File: src/rtl/mc_residual.sv
// Motion-compensation residual stage: stores the current block and search area,
// then streams the predicted window and signed residual for each received vector.
module mc_residual (
  input  logic       clk,
  input  logic       rst_n,
  input  logic       block_valid,
  input  logic       area_valid,
  input  logic [7:0] in_data,
  input  logic       mv_valid,
  input  logic [2:0] mv_in,
  output logic       out_valid,
  output logic [7:0] out_pred,
  output logic [8:0] out_resid
);

  typedef enum logic [1:0] {IDLE, GOT_X, OUT} state_t;

  state_t     state;
  logic [7:0] blk  [16];
  logic [7:0] area [64];
  logic [3:0] bcnt;
  logic [5:0] acnt;
  logic [2:0] row0;
  logic [2:0] col0;
  logic [3:0] k;

  logic       capture_en;
  logic [2:0] rd_row;
  logic [2:0] rd_col;
  logic [5:0] rd_addr;
  logic [7:0] pred;
  logic [8:0] resid;

  // Components outside -2..+2 saturate to the nearest legal value.
  function automatic logic [2:0] clamp_mv(input logic [2:0] v);
    case (v)
      3'b011:         clamp_mv = 3'b010;
      3'b100, 3'b101: clamp_mv = 3'b110;
      default:        clamp_mv = v;
    endcase
  endfunction

  assign capture_en = (state != OUT);

  // Storage is frozen while a burst is being emitted.
  always_ff @(posedge clk) begin
    if (capture_en) begin
      if (block_valid) begin
        blk[bcnt] <= in_data;
      end else if (area_valid) begin
        area[acnt] <= in_data;
      end
    end
  end

  always_ff @(posedge clk or negedge rst_n) begin
    if (!rst_n) begin
      bcnt <= 4'd0;
      acnt <= 6'd0;
    end else begin
      if (!block_valid) begin
        bcnt <= 4'd0;
      end else if (capture_en) begin
        bcnt <= bcnt + 4'd1;
      end
      if (!area_valid) begin
        acnt <= 6'd0;
      end else if (capture_en && !block_valid) begin
        acnt <= acnt + 6'd1;
      end
    end
  end

  // Window origin is at most 4, so row/col plus a 0..3 offset fits in 3 bits.
  assign rd_row  = row0 + {1'b0, k[3:2]};
  assign rd_col  = col0 + {1'b0, k[1:0]};
  assign rd_addr = {rd_row, rd_col};
  assign pred    = area[rd_addr];
  assign resid   = {1'b0, blk[k]} - {1'b0, pred};

  always_ff @(posedge clk or negedge rst_n) begin
    if (!rst_n) begin
      state     <= IDLE;
      row0      <= 3'd0;
      col0      <= 3'd0;
      k         <= 4'd0;
      out_valid <= 1'b0;
      out_pred  <= 8'd0;
      out_resid <= 9'd0;
    end else begin
      out_valid <= 1'b0;
      out_pred  <= 8'd0;
      out_resid <= 9'd0;
      case (state)
        IDLE: begin
          if (mv_valid) begin
            col0  <= clamp_mv(mv_in) + 3'd2;
            state <= GOT_X;
          end
        end
        GOT_X: begin
          if (mv_valid) begin
            row0  <= 3'd2 - clamp_mv(mv_in);
            k     <= 4'd0;
            state <= OUT;
          end else begin
            state <= IDLE;
          end
        end
        OUT: begin
          out_valid <= 1'b1;
          out_pred  <= pred;
          out_resid <= resid;
          k         <= k + 4'd1;
          if (k == 4'd15) begin
            state <= IDLE;
          end
        end
        default: state <= IDLE;
      endcase
    end
  end

endmodule

File: config.mk
export PLATFORM = sky130hd
export DESIGN_NAME = mc_residual
export DESIGN_NICKNAME = d
export VERILOG_FILES = /design/src/rtl/mc_residual.sv
export SDC_FILE = /design/constraint.sdc
export NUM_CORES = 1
export LEC_CHECK = 0
export CAP_MARGIN = 20
export CORE_MARGIN = 5
export CORE_UTILIZATION = 30
export CTS_CLUSTER_DIAMETER = 150
export DETAILED_ROUTE_END_ITERATION = 6
export PLACE_DENSITY = 0.54
export SLEW_MARGIN = 20
export SYNTH_ARGS = -nofsm -noshare
export SYNTH_HDL_FRONTEND = slang
export SYNTH_SLANG_ARGS = --single-unit
File: constraint.sdc
create_clock -name clk -period 4.35 [get_ports clk]
set_input_delay 0.6525 -clock clk [delete_from_list [all_inputs] [get_ports clk]]
set_output_delay 0.6525 -clock clk [all_outputs]
set_load 0.1 [all_outputs]
Yosys cells after proc, flatten, opt, wreduce, memory -nomap -nowiden
Memories as Yosys holds them, arrays and structs flattened.
Index checks and enable logic that the tools add are counted.
Widths: inputs -> output; s select.
{"block": "totals", "out_inout_bits": 18, "word_cells": 64, "regBits": 40, "memories": 2, "mem_bits_rw": 640, "in_bits": 16}
{"memory": "area", "words": 64, "width": 8, "rd": 1, "rd_clocked_by_memory_dff": 0, "wr": 1, "line_no": "20", "text": "logic [7:0] area [64];"}
{"memory": "blk", "words": 16, "width": 8, "rd": 1, "rd_clocked_by_memory_dff": 0, "wr": 1, "line_no": "19", "text": "logic [7:0] blk [16];"}
{"block": "op_classes", "n_addsub": 8, "n_reduce_logical": 9, "eq_ne": 12, "muxes": 24}
{"cell": "$mux 4", "n": 3}
{"cell": "$mux 6", "n": 2}
{"cell": "$mux 3", "n": 3}
{"cell": "$mux 9", "n": 1}
{"cell": "$sub 8x8->9", "n": 1}
{"cell": "$add 4x1->4 const B", "n": 2}
{"cell": "$mux 1", "n": 8}
{"cell": "$mux 8", "n": 1}
{"cell": "$ne 2x2->1 const B", "n": 4}
{"cell": "$pmux 4 s2", "n": 1}
{"cell": "$reduce_and 2->1", "n": 4}
{"cell": "$add 3x2->3", "n": 2}
{"cell": "$add 6x1->6 const B", "n": 1}
{"cell": "$eq 3x3->1 const B", "n": 2}
{"cell": "$mux 2", "n": 3}
{"cell": "$pmux 2 s3", "n": 1}
{"cell": "$pmux 3 s2", "n": 1}
{"cell": "$eq 4x4->1 const B", "n": 1}
{"cell": "$ne 2x1->1 const B", "n": 2}
{"cell": "$add 3x2->3 const B", "n": 1}
{"cell": "$eq 3x2->1 const B", "n": 1}
{"cell": "$sub 2x3->3 const A", "n": 1}
{"cell": "$eq 2x1->1 const B", "n": 1}
{"cell": "$eq 2x2->1 const B", "n": 1}
{"cell": "5 further kinds", "n": 5}

Depth between registers and ports, before layout
Gate-level depths: netlist (run 1).
{"block": "logic_depth", "word_depth": 6, "depth_mapped": 17}

Worst setup path before layout (run 1)
OpenSTA, ideal clock, no wires.
{"block": "synth_path", "kind": "flip-flop to flip-flop", "start": "register k[1]", "end": "register out_resid[6]", "required_ns": 4.264, "path_slack_ns": 0.380, "path_stages_with_launch": 17, "arrival_time_ns": 3.884, "path_buffers": 2, "setup_time_ns": 0.086, "path_cell_list": "dfrtp_1 clkbuf_1 inv_1 fa_1 clkbuf_1 mux4_2 o22ai_1 nor4_1 mux2_2 ha_1 fa_1 nor2b_1 o21ai_0 a21boi_1 o21ai_0 nor3b_1 nor3_1"}
{"block": "synth_between", "elab_chain_cells": 4}
{"element": "start, declared", "line_no": "25", "text": "logic [3:0] k;"}
{"element": "start signal, assigned", "line_no": "114", "text": "k <= k + 4'd1;"}
{"element": "$add 3x2->3", "line_no": "76", "text": "assign rd_col = col0 + {1'b0, k[1:0]};"}
{"element": "$mem_v2 64x8"}
{"element": "$sub 8x8->9 (*)", "line_no": "79", "text": "assign resid = {1'b0, blk[k]} - {1'b0, pred};"}
{"element": "$mux 9 (*)", "line_no": "94", "text": "case (state)"}
{"element": "end signal, assigned", "line_no": "113", "text": "out_resid <= resid;"}
{"element": "end, declared", "line_no": "13", "text": "output logic [8:0] out_resid"}
Mark *: on every way between the ends. The rest lies on a longest branch, timed or not.
A chain may end at the register's enable or synchronous reset.

Worst setup path after layout (run 1)
{"block": "layout_path", "start": "register col0[0]", "end": "register out_resid[6]"}
{"block": "layout_between", "elab_chain_cells": 4}
{"element": "start, declared", "line_no": "24", "text": "logic [2:0] col0;"}
{"element": "start signal, assigned", "line_no": "97", "text": "col0 <= clamp_mv(mv_in) + 3'd2;"}
{"element": "$add 3x2->3", "line_no": "76"}
{"element": "$mem_v2 64x8"}
{"element": "$sub 8x8->9", "line_no": "79"}
{"element": "$mux 9", "line_no": "94"}
Every way passes these cells.

==> reports/results.ini, run 1 <==
[cells_and_area]
synthToLayoutAreaGrowth_pct = 20.4
nNetsFinal = 1544
final_util = 0.363
drive_gt1_frac = 0.290
fin_area_um2 = 32000
n_antenna_cell = 0
layout.cells.non_filler = 2728

[placement]
io_buffers = 33
dp_cells = 2587
post_dp_cell_area_um2 = 29100
dpl.hpwl_um = 40500
gp_congestion = 0.795

[sta]
rsz0062_at_grt = true
max_freq_ghz = 0.236
finalCritPeriodShare = 0.975
setup_viol = 0
period_needed_ps = 4240
relSlewSlack = 0.324
slew_viol_final = 0
tightest_slew_ps = 1010
finClkSkew_ps = 23.3
hold_viol = 0

[clock_network]
cts_sinks = 680
numCtsBuffers = 74
root_buffer = clkbuf_16
cts_tree = built
clock_latency_ps = 620
clkTransAtPathRegs_ps = 60
htreeDepth = 3
cts_max_path_buffers = 3

[synthesis]
synth_cells = 1317
yosys.area.top_type_share = 0.723
yosys-top-cells-count = edfxtp_1, mux4_2, nor2_1
ys_ff_latch = 680
synthArstFlopShare = 0.0588
synth_ff_type = edfxtp_1
yosysSeqAreaShare = 0.761
yosys_warnings = 0
syn_nets = 1354
syn_area_per_cell_um2 = 20.2
yosysMostFrequentCell = edfxtp_1
synth_area_leaders = edfxtp_1, mux4_2, dfrtp_1
synth_top_area_cell = edfxtp_1
synth_edf_count = 640
syn_area_um2 = 26600
ys_types = 51

[global_routing]
grt_pass1_wl_um = 93800
grt_pass1_vias = 13752
grt_max_degree = 80
grt_overflow_total = 0
antenna_found_initial = 1
grt_usage = 0.133

[setup_path]
start_kind = flip-flop
path_class = flip-flop to flip-flop
cp-end-kind = flip-flop
cp_max_fo = 10
crit_required_ps = 4860
arrival_ps = 4750

[floorplan]
die_w_um = 308
fp-row-count = 109
initial_core_util = 0.301
die_area_um2 = 94700
die_h_um = 308
core_area_um2 = 88200
ioPinCount = 34

[power]
peakVddDrop_mv = 0.567
power_density_nw_per_um2 = 783
p_leak_nw = 10.4

[drt]
vias = 13275
via_per_inst = 4.87
routedWlPerCell_um = 23.3
drc = 0
first_pass_iters = 5
drtIter0Drc = 1040
ant_nets = 0
drt-total-wl_um = 63500

[min_path]
hp-class = input port to async pin

[run]
cap_violations = 0

[run_status]
status = completed

[worst paths after layout]
kind / slack, ps / endpoint / from / cells past startpoint
min reg2reg: 490 / col0[1] / col0[1] / 2
min in group clk: 260 / area[28][0] / in_data[0] / 1
min: 180 / acnt[3] / rst_n / 1
max reg2reg: 110 / out_resid[6] / col0[0] / 17
max in group asynchronous: 3530 / k[0] / rst_n / 1
max: 110 / out_resid[6] / col0[0] / 17
[through the flow]
step                      setup TNS (ps)  setup WS [ps]  total power, mW  hold slack [ps]
final                                  0            111             25.1              181
after floorplan                        0            380             14.2              357
after global routing               -71.7          -28.0             26.3              247
after CTS                              0          0.256             24.8              189
after detailed placement            -474           -220             17.8              481
after global placement              -513           -264             17.7              471
[critical path, cell delays in order, from the launching register on]
cell and delay (ps):
dfrtp_1 390, ha_4 140, inv_1 40, fa_4 830, buf_6 150, buf_12 140, mux4_2 340, o22ai_4 220
nor4_2 100, mux2_4 300, ha_1 210, fa_2 400, nor2b_2 150, o21ai_1 110, a21boi_2 200, o21ai_2 80
nor3b_1 140, nor3_1 190
[routing by layer]
metal  vias up  part of all wire  track usage
met4         0             0.017       0.0359
met5         -                 0            0
met1      6999              0.43        0.184
met2       405              0.48        0.214
met3        75             0.067       0.0303
li1       5796                 -            -
[what timing repair did]
action | in CTS | in global routing
gates resized for setup | 32 | 27
gates cloned | 1 | 1
setup buffers | 5 | 2
endpoints found under the setup margin | 4 | 6
pin swaps | 5 | 6
endpoints found under the hold margin | 0 | 0
hold buffers | 0 | 0
[area by class of cell]
cell class	instances	area (µm²)
Timing Repair Buffer	177	1600
Multi-Input combinational cell	558	6230
Sequential cell	680	20200
Tap cell	1165	1460
Inverter	16	60.1
Fill cell	8028	56200
Clock inverter	34	374
Clock buffer	98	2070
[cell families (layout without fill, tap and decap cells)]
logic type      count (synthesis)  in the layout  synth area share
mux                           185            185             0.138
simple gates                  211            211            0.0370
flops                         680            680             0.761
fa+ha+maj                      21             21            0.0107
xor+xnor                       14             14           0.00490
compound gates                127            127            0.0309
buf+inv                        79            325            0.0184
[cells in the final DEF (no fill, tap or decap), types with 12 or more instances in the layout]
cell             Yosys  layout
o221ai_1            12      12
edfxtp_1           640     640
buf_4                4     130
dfrtp_1             40      39
nor2_1              92      92
nand2_1             39      39
ha_1                18      17
clkdlybuf4s50_1      0      24
a21oi_1             14      14
mux4_2             144     144
clkbuf_16            0      78
buf_12               6      14
clkbuf_1            24      15
and2_1              12      12
o22ai_1             70      51
inv_1               13      13
o22ai_2              0      16
clkinv_1             1      15
mux2i_1             39      37
[sequential cells by signal, summed over array words and instances (netlist names)]
| register | cells |
|---|---|
| out_resid | 9 |
| acnt | 6 |
| col0 | 3 |
| blk | 128 |
| row0 | 3 |
| state | 2 |
| k | 4 |
| bcnt | 4 |
| out_valid | 1 |
| out_pred | 8 |
| area | 512 |
[report_power, final]
group          internal [mW]  total, mW  switching (mW)  leakage [nW]
logic                   5.57       11.4            5.78          2.89
clock network           3.76       6.26            2.50          1.19
registers               7.36       7.45          0.0923          6.29
total                   16.7       25.1            8.37          10.4
Note: power is estimated with default switching activity, not from simulation.
==> inputs of run 2 (changes only) <==
--- a/config.mk
+++ b/config.mk
@@ -11,6 +11,7 @@
 export CTS_CLUSTER_DIAMETER = 150
 export DETAILED_ROUTE_END_ITERATION = 6
 export PLACE_DENSITY = 0.54
+export SKIP_LAST_GASP = 1
 export SLEW_MARGIN = 20
 export SYNTH_ARGS = -nofsm -noshare
 export SYNTH_HDL_FRONTEND = slang
==> run 2 against run 1 <==
Die area did not move. First-iteration DRC count down 4.7%. Count of clock-buffer cells in the layout unchanged. Via count grew 0.75%. Worst hold slack about the same. Combinational power about the same. Critical endpoint unchanged.
==> reports/results.ini, run 2 (synthesis results as in run 1) <==
[drt]
drtIter0Drc = 991  ; was 1,040
via_per_inst = 4.90  ; was 4.87
first_pass_iters = 5  ; unchanged
vias = 13374  ; was 13,275
ant_nets = 0  ; unchanged
drt-total-wl_um = 63500  ; about the same
routedWlPerCell_um = 23.3  ; about the same
drc = 0  ; unchanged

[placement]
dpl.hpwl_um = 40500  ; unchanged
post_dp_cell_area_um2 = 29100  ; unchanged
dp_cells = 2587  ; unchanged
gp_congestion = 0.795  ; unchanged
io_buffers = 33  ; unchanged

[setup_path]
cp_max_fo = 10  ; unchanged
crit_required_ps = 4860  ; about the same
start_kind = flip-flop  ; unchanged
reg2reg_depth = 17  ; unchanged
path_class = flip-flop to flip-flop  ; unchanged
cp-end-kind = flip-flop  ; unchanged
reg2reg_to = out_resid[6]  ; unchanged
arrival_ps = 4750  ; about the same
rr_startpoint = col0[0]  ; unchanged
rrSetupSlack_ps = 110  ; about the same

[clock_network]
htreeDepth = 3  ; unchanged
root_buffer = clkbuf_16  ; unchanged
cts_sinks = 680  ; unchanged
clkTransAtPathRegs_ps = 60  ; about the same
clock_latency_ps = 620  ; about the same
ctsHoldBuffers = 0  ; unchanged
numCtsBuffers = 74  ; unchanged
cts_tree = built  ; unchanged
cts_max_path_buffers = 3  ; unchanged

[global_routing]
use_met1 = 0.184  ; about the same
grtUsageMet2 = 0.213  ; was 0.214
grt_busiest_layer = met2  ; unchanged
grt_pass1_vias = 13752  ; unchanged
grt_pass1_wl_um = 93800  ; about the same
grt_max_degree = 80  ; unchanged
antenna_found_initial = 1  ; unchanged
grt_overflow_total = 0  ; unchanged
met3_usage = 0.0299  ; was 0.0303
grt_usage = 0.133  ; about the same

[run]
cap_violations = 0  ; unchanged

[floorplan]
ioPinCount = 34  ; unchanged
die_area_um2 = 94700  ; unchanged
die_h_um = 308  ; unchanged
initial_core_util = 0.301  ; unchanged
core_area_um2 = 88200  ; unchanged
fp-row-count = 109  ; unchanged
die_w_um = 308  ; unchanged

[sta]
tightest_slew_ps = 1010  ; about the same
finalCritPeriodShare = 0.974  ; was 0.975
max_freq_ghz = 0.236  ; about the same
period_needed_ps = 4240  ; about the same
finClkSkew_ps = 22.6  ; was 23.3 ps
slew_viol_final = 0  ; unchanged
hold_viol = 0  ; unchanged
tns_ps = 0  ; unchanged
relSlewSlack = 0.324  ; about the same
setup_viol = 0  ; unchanged

[cells_and_area]
n_antenna_cell = 0  ; unchanged
layout.cells.non_filler = 2728  ; unchanged
largestRegisters = area (512), blk (128), out_resid (9)  ; unchanged
largest_register = area  ; unchanged
final_common_cell = edfxtp_1  ; unchanged
drive_gt1_frac = 0.291  ; was 0.290
fillCellCount = 8030  ; was 8,028
nNetsFinal = 1544  ; unchanged
fin_area_um2 = 32000  ; about the same
largest_reg_flops = 512  ; unchanged
synthToLayoutAreaGrowth_pct = 20.5  ; was 20.4%
final_cell_mix = edfxtp_1, mux4_2, buf_4  ; unchanged
final_util = 0.363  ; about the same

[power]
totalPowerFinal_mw = 25.1  ; about the same
peakVddDrop_mv = 0.536  ; was 0.567 mV
p_leak_nw = 10.4  ; about the same
power_density_nw_per_um2 = 784  ; was 783 nW/µm²

[min_path]
hp-class = input port to async pin  ; unchanged

[run_status]
status = completed  ; unchanged

==> run 2: cell types whose count changed in the layout (fill, tap and decap cells not counted) <==
cell	delta
nor4_2	-1
nor4_4	+1
o21ai_1	-1
o21ai_2	+1
o22ai_1	-1
o22ai_2	+1
==> run 2: metrics by stage <==
step | setup slack (ps) | hold WS, ps
final | 115 | 181
after global routing | -27.7 | 247
after CTS | -83.4 | 189
after detailed placement | -220 | 481
after global placement | -264 | 471
after floorplan | 380 | 357
==> run 2: final cells by class <==
class | count | area (µm²) | share of cell area
clock inverters | 34 | 374 | 0.0117
well taps | 1165 | 1460 | 0.0455
repair buffers | 177 | 1600 | 0.0498
clock buffers | 98 | 2070 | 0.0645
multi-input cells | 558 | 6250 | 0.195
inverters | 16 | 60.1 | 0.00188
flip-flops and latches | 680 | 20200 | 0.631
==> run 2: how the worst max path moves through the flow <==
stage	cells past startpoint	start	end
2_1_floorplan	16	k[1]	out_resid[6]
3_3_place_gp	18	col0[0]	out_resid[8]
3_5_place_dp	18	col0[0]	out_resid[8]
4_1_cts	16	col0[0]	out_resid[8]
5_1_grt	15	k[0]	out_resid[7]
6_report	17	col0[0]	out_resid[6]
==> run 2: critical path, stage by stage, from the launching register on <==
cell      delay [ps]
dfrtp_1          390
ha_4             140
inv_1             40
fa_4             830
buf_6            150
buf_12           140
mux4_2           330
o22ai_2          280
nor4_4            70
mux2_4           300
ha_1             210
fa_2             400
nor2b_2          170
o21ai_2           90
a21boi_2         190
o21ai_2           80
nor3b_1          140
nor3_1           190
==> run 2: timing repair <==
action	in CTS	in global routing
buffers inserted	5	2
pin swaps	5	6
setup endpoints to repair	4	6
gates resized for setup	24	38
gates cloned	1	1
==> run 2: where the power goes <==
part | switching (mW) | internal [mW]
registers | 0.0926 | 7.36
logic | 5.79 | 5.60
clock network | 2.50 | 3.76
total | 8.38 | 16.7
==> run 2: routing by layer <==
layer | vias up | wire length, µm
met5 | - | 0
met4 | 0 | 1090
met3 | 74 | 4110
met2 | 398 | 30700
met1 | 7106 | 27700
li1 | 5796 | -
==> patch, RTL diff (settings of run 1) <==
Register the inputs `block_valid`, `area_valid`, `in_data`, `mv_valid` and `mv_in` before use, without a reset. The logic sees them one clock later.
--- a/src/rtl/mc_residual.sv
+++ b/src/rtl/mc_residual.sv
@@ -14,6 +14,20 @@
 );
 
   typedef enum logic [1:0] {IDLE, GOT_X, OUT} state_t;
+
+  logic block_valid_q;
+  logic area_valid_q;
+  logic [7:0] in_data_q;
+  logic mv_valid_q;
+  logic [2:0] mv_q;
+
+  always_ff @(posedge clk) begin
+    block_valid_q <= block_valid;
+    area_valid_q  <= area_valid;
+    in_data_q     <= in_data;
+    mv_valid_q    <= mv_valid;
+    mv_q          <= mv_in;
+  end
 
   state_t     state;
   logic [7:0] blk  [16];
@@ -45,10 +59,10 @@
   // Storage is frozen while a burst is being emitted.
   always_ff @(posedge clk) begin
     if (capture_en) begin
-      if (block_valid) begin
-        blk[bcnt] <= in_data;
-      end else if (area_valid) begin
-        area[acnt] <= in_data;
+      if (block_valid_q) begin
+        blk[bcnt] <= in_data_q;
+      end else if (area_valid_q) begin
+        area[acnt] <= in_data_q;
       end
     end
   end
@@ -58,14 +72,14 @@
       bcnt <= 4'd0;
       acnt <= 6'd0;
     end else begin
-      if (!block_valid) begin
+      if (!block_valid_q) begin
         bcnt <= 4'd0;
       end else if (capture_en) begin
         bcnt <= bcnt + 4'd1;
       end
-      if (!area_valid) begin
+      if (!area_valid_q) begin
         acnt <= 6'd0;
-      end else if (capture_en && !block_valid) begin
+      end else if (capture_en && !block_valid_q) begin
         acnt <= acnt + 6'd1;
       end
     end
@@ -93,14 +107,14 @@
       out_resid <= 9'd0;
       case (state)
         IDLE: begin
-          if (mv_valid) begin
-            col0  <= clamp_mv(mv_in) + 3'd2;
+          if (mv_valid_q) begin
+            col0  <= clamp_mv(mv_q) + 3'd2;
             state <= GOT_X;
           end
         end
         GOT_X: begin
-          if (mv_valid) begin
-            row0  <= 3'd2 - clamp_mv(mv_in);
+          if (mv_valid_q) begin
+            row0  <= 3'd2 - clamp_mv(mv_q);
             k     <= 4'd0;
             state <= OUT;
           end else begin
Formal check against the unedited RTL: not equivalent (Yosys sat finds a counterexample within 4 cycles, from zero or initial values and one cycle with rst_n low).
==> patch against run 1 <==
- wire length rose by 2.3%
- synthesized area rose by 0.89%
- sequential cell count rose by 14
- critical path depth rose by 1
- power rose by 5.8%
- worst hold slack got worse by 140 ps
- highest routed layer is now met5
- final area rose by 1.1%
- synthesized cell count fell by 2.2%
- die area rose by 0.86%
- worst setup slack improved by 2.8 ps
- combinational power rose by 9%
- global-route usage rose by 0.29 points
==> patch: results (changes against run 1) <==
| Metric | Value |
|---|---|
| Outcome | `completed` |
| Fraction of the mapped netlist area in adder cells | `1.06% (-0.0095 points)` |
| Fin nets | `1,522 (-1.4%)` |
| Fraction of layout cells with a size suffix above 1 | `30.6% (+1.6 points)` |
| Initial antenna violation count | `0 (-1)` |
| CTS Buf Count | `75 (+1.4%)` |
| GR Util met3 | `3.57% (+0.54 points)` |
| VDD IR-drop max | `0.587 mV (+3.4%)` |
| Compound-cell area share of the yosys netlist | `2.16% (-0.93 points)` |
| Routed WL | `64.9 mm (+2.3%)` |
| Leakage | `10.4 nW (+0.76%)` |
| Vias in the first global route | `13,900 (+0.79%)` |
| Largest net degree at the start of global routing | `81 (+1.3%)` |
| Detailed Place HPWL | `41.8 mm (+3.2%)` |
| XOR/XNOR share of the synthesized area | `0.457% (-0.032 points)` |
| Met1 usage | `18.6% (+0.21 points)` |
| Metal-1 WL | `28.5 mm (+3.6%)` |
| Post-synthesis mux area share | `14.6% (+0.87 points)` |
| Synth top area cells | `edfxtp_1 (72%), mux4_2 (13%), dfrtp_1 (3.7%)` |
| Clock Skews | `31.4 ps (+8.10 ps)` |
| Top Metal Used | `met5` |
| Final Critical Period | `4240 ps (-2.75 ps)` |
| Register area share after synthesis | `76.4% (+0.37 points)` |
| Area after DPL | `29,500 µm² (+1.2%)` |
| Pre-CTS setup slack | `-264 ps (-44.5 ps)` |
| Commonest cells post-synth | `edfxtp_1 (640), mux4_2 (157), nor2_1 (96)` |
| Metal2 WL | `31.0 mm (+1.3%)` |
| GRT Overall Usage | `13.6% (+0.29 points)` |
-- patch: cell types whose count changed in the layout (fill, tap and decap cells not counted), moves of 7 or more --
cell / run 1 / this run
o22ai_1: 51 / 39
o221ai_1: 12 / 0
dfxtp_2: 0 / 8
clkdlybuf4s50_1: 24 / 32
o22ai_2: 16 / 5
a22oi_2: 0 / 12
mux4_1: 0 / 11
mux4_2: 144 / 157
a22oi_1: 1 / 8
mux2i_1: 37 / 3
a21oi_1: 14 / 1
-- patch: report_power, final --
| group | internal [mW] | total (mW) | switching, mW |
|---|---|---|---|
| Combinational | 6.31 | 12.4 | 6.13 |
| Clock | 3.84 | 6.46 | 2.61 |
| Sequential | 7.49 | 7.63 | 0.143 |
| Total | 17.6 | 26.5 | 8.88 |
-- patch: worst paths after layout --
| kind | cells after the start | endpoint | from |
|---|---|---|---|
| worst max register to register | 18 | out_resid[6] | k[0] |
| worst max-delay path | 18 | out_resid[6] | k[0] |
| worst min register to register | 2 | col0[1] | col0[1] |
| max in group asynchronous | 1 | k[0] | rst_n |
| min in group clk | 1 | in_data_q[5] | in_data[5] |
| worst min-delay path | 1 | out_pred[1] | rst_n |
-- patch: final cells by class --
cell class                 count  area (µm²)
sequential                   694       20500
clock buffer                 102        2110
tap                         1165        1460
fill                        8026       56100
timing repair buffer         179        1630
multi-input combinational    517        6200
clock inverter                37         393
inverter                      18        67.6
-- patch: worst reg2reg max path: cells and delay by family (launching register included) --
| kind | cells | cell delay, ps |
|---|---|---|
| and+or+nand+nor | 2 | 400 |
| adders and majority gates | 3 | 1340 |
| muxes | 2 | 690 |
| AOI/OAI and AO/OA | 6 | 810 |
| buffers and inverters | 5 | 570 |
| DFF | 1 | 390 |
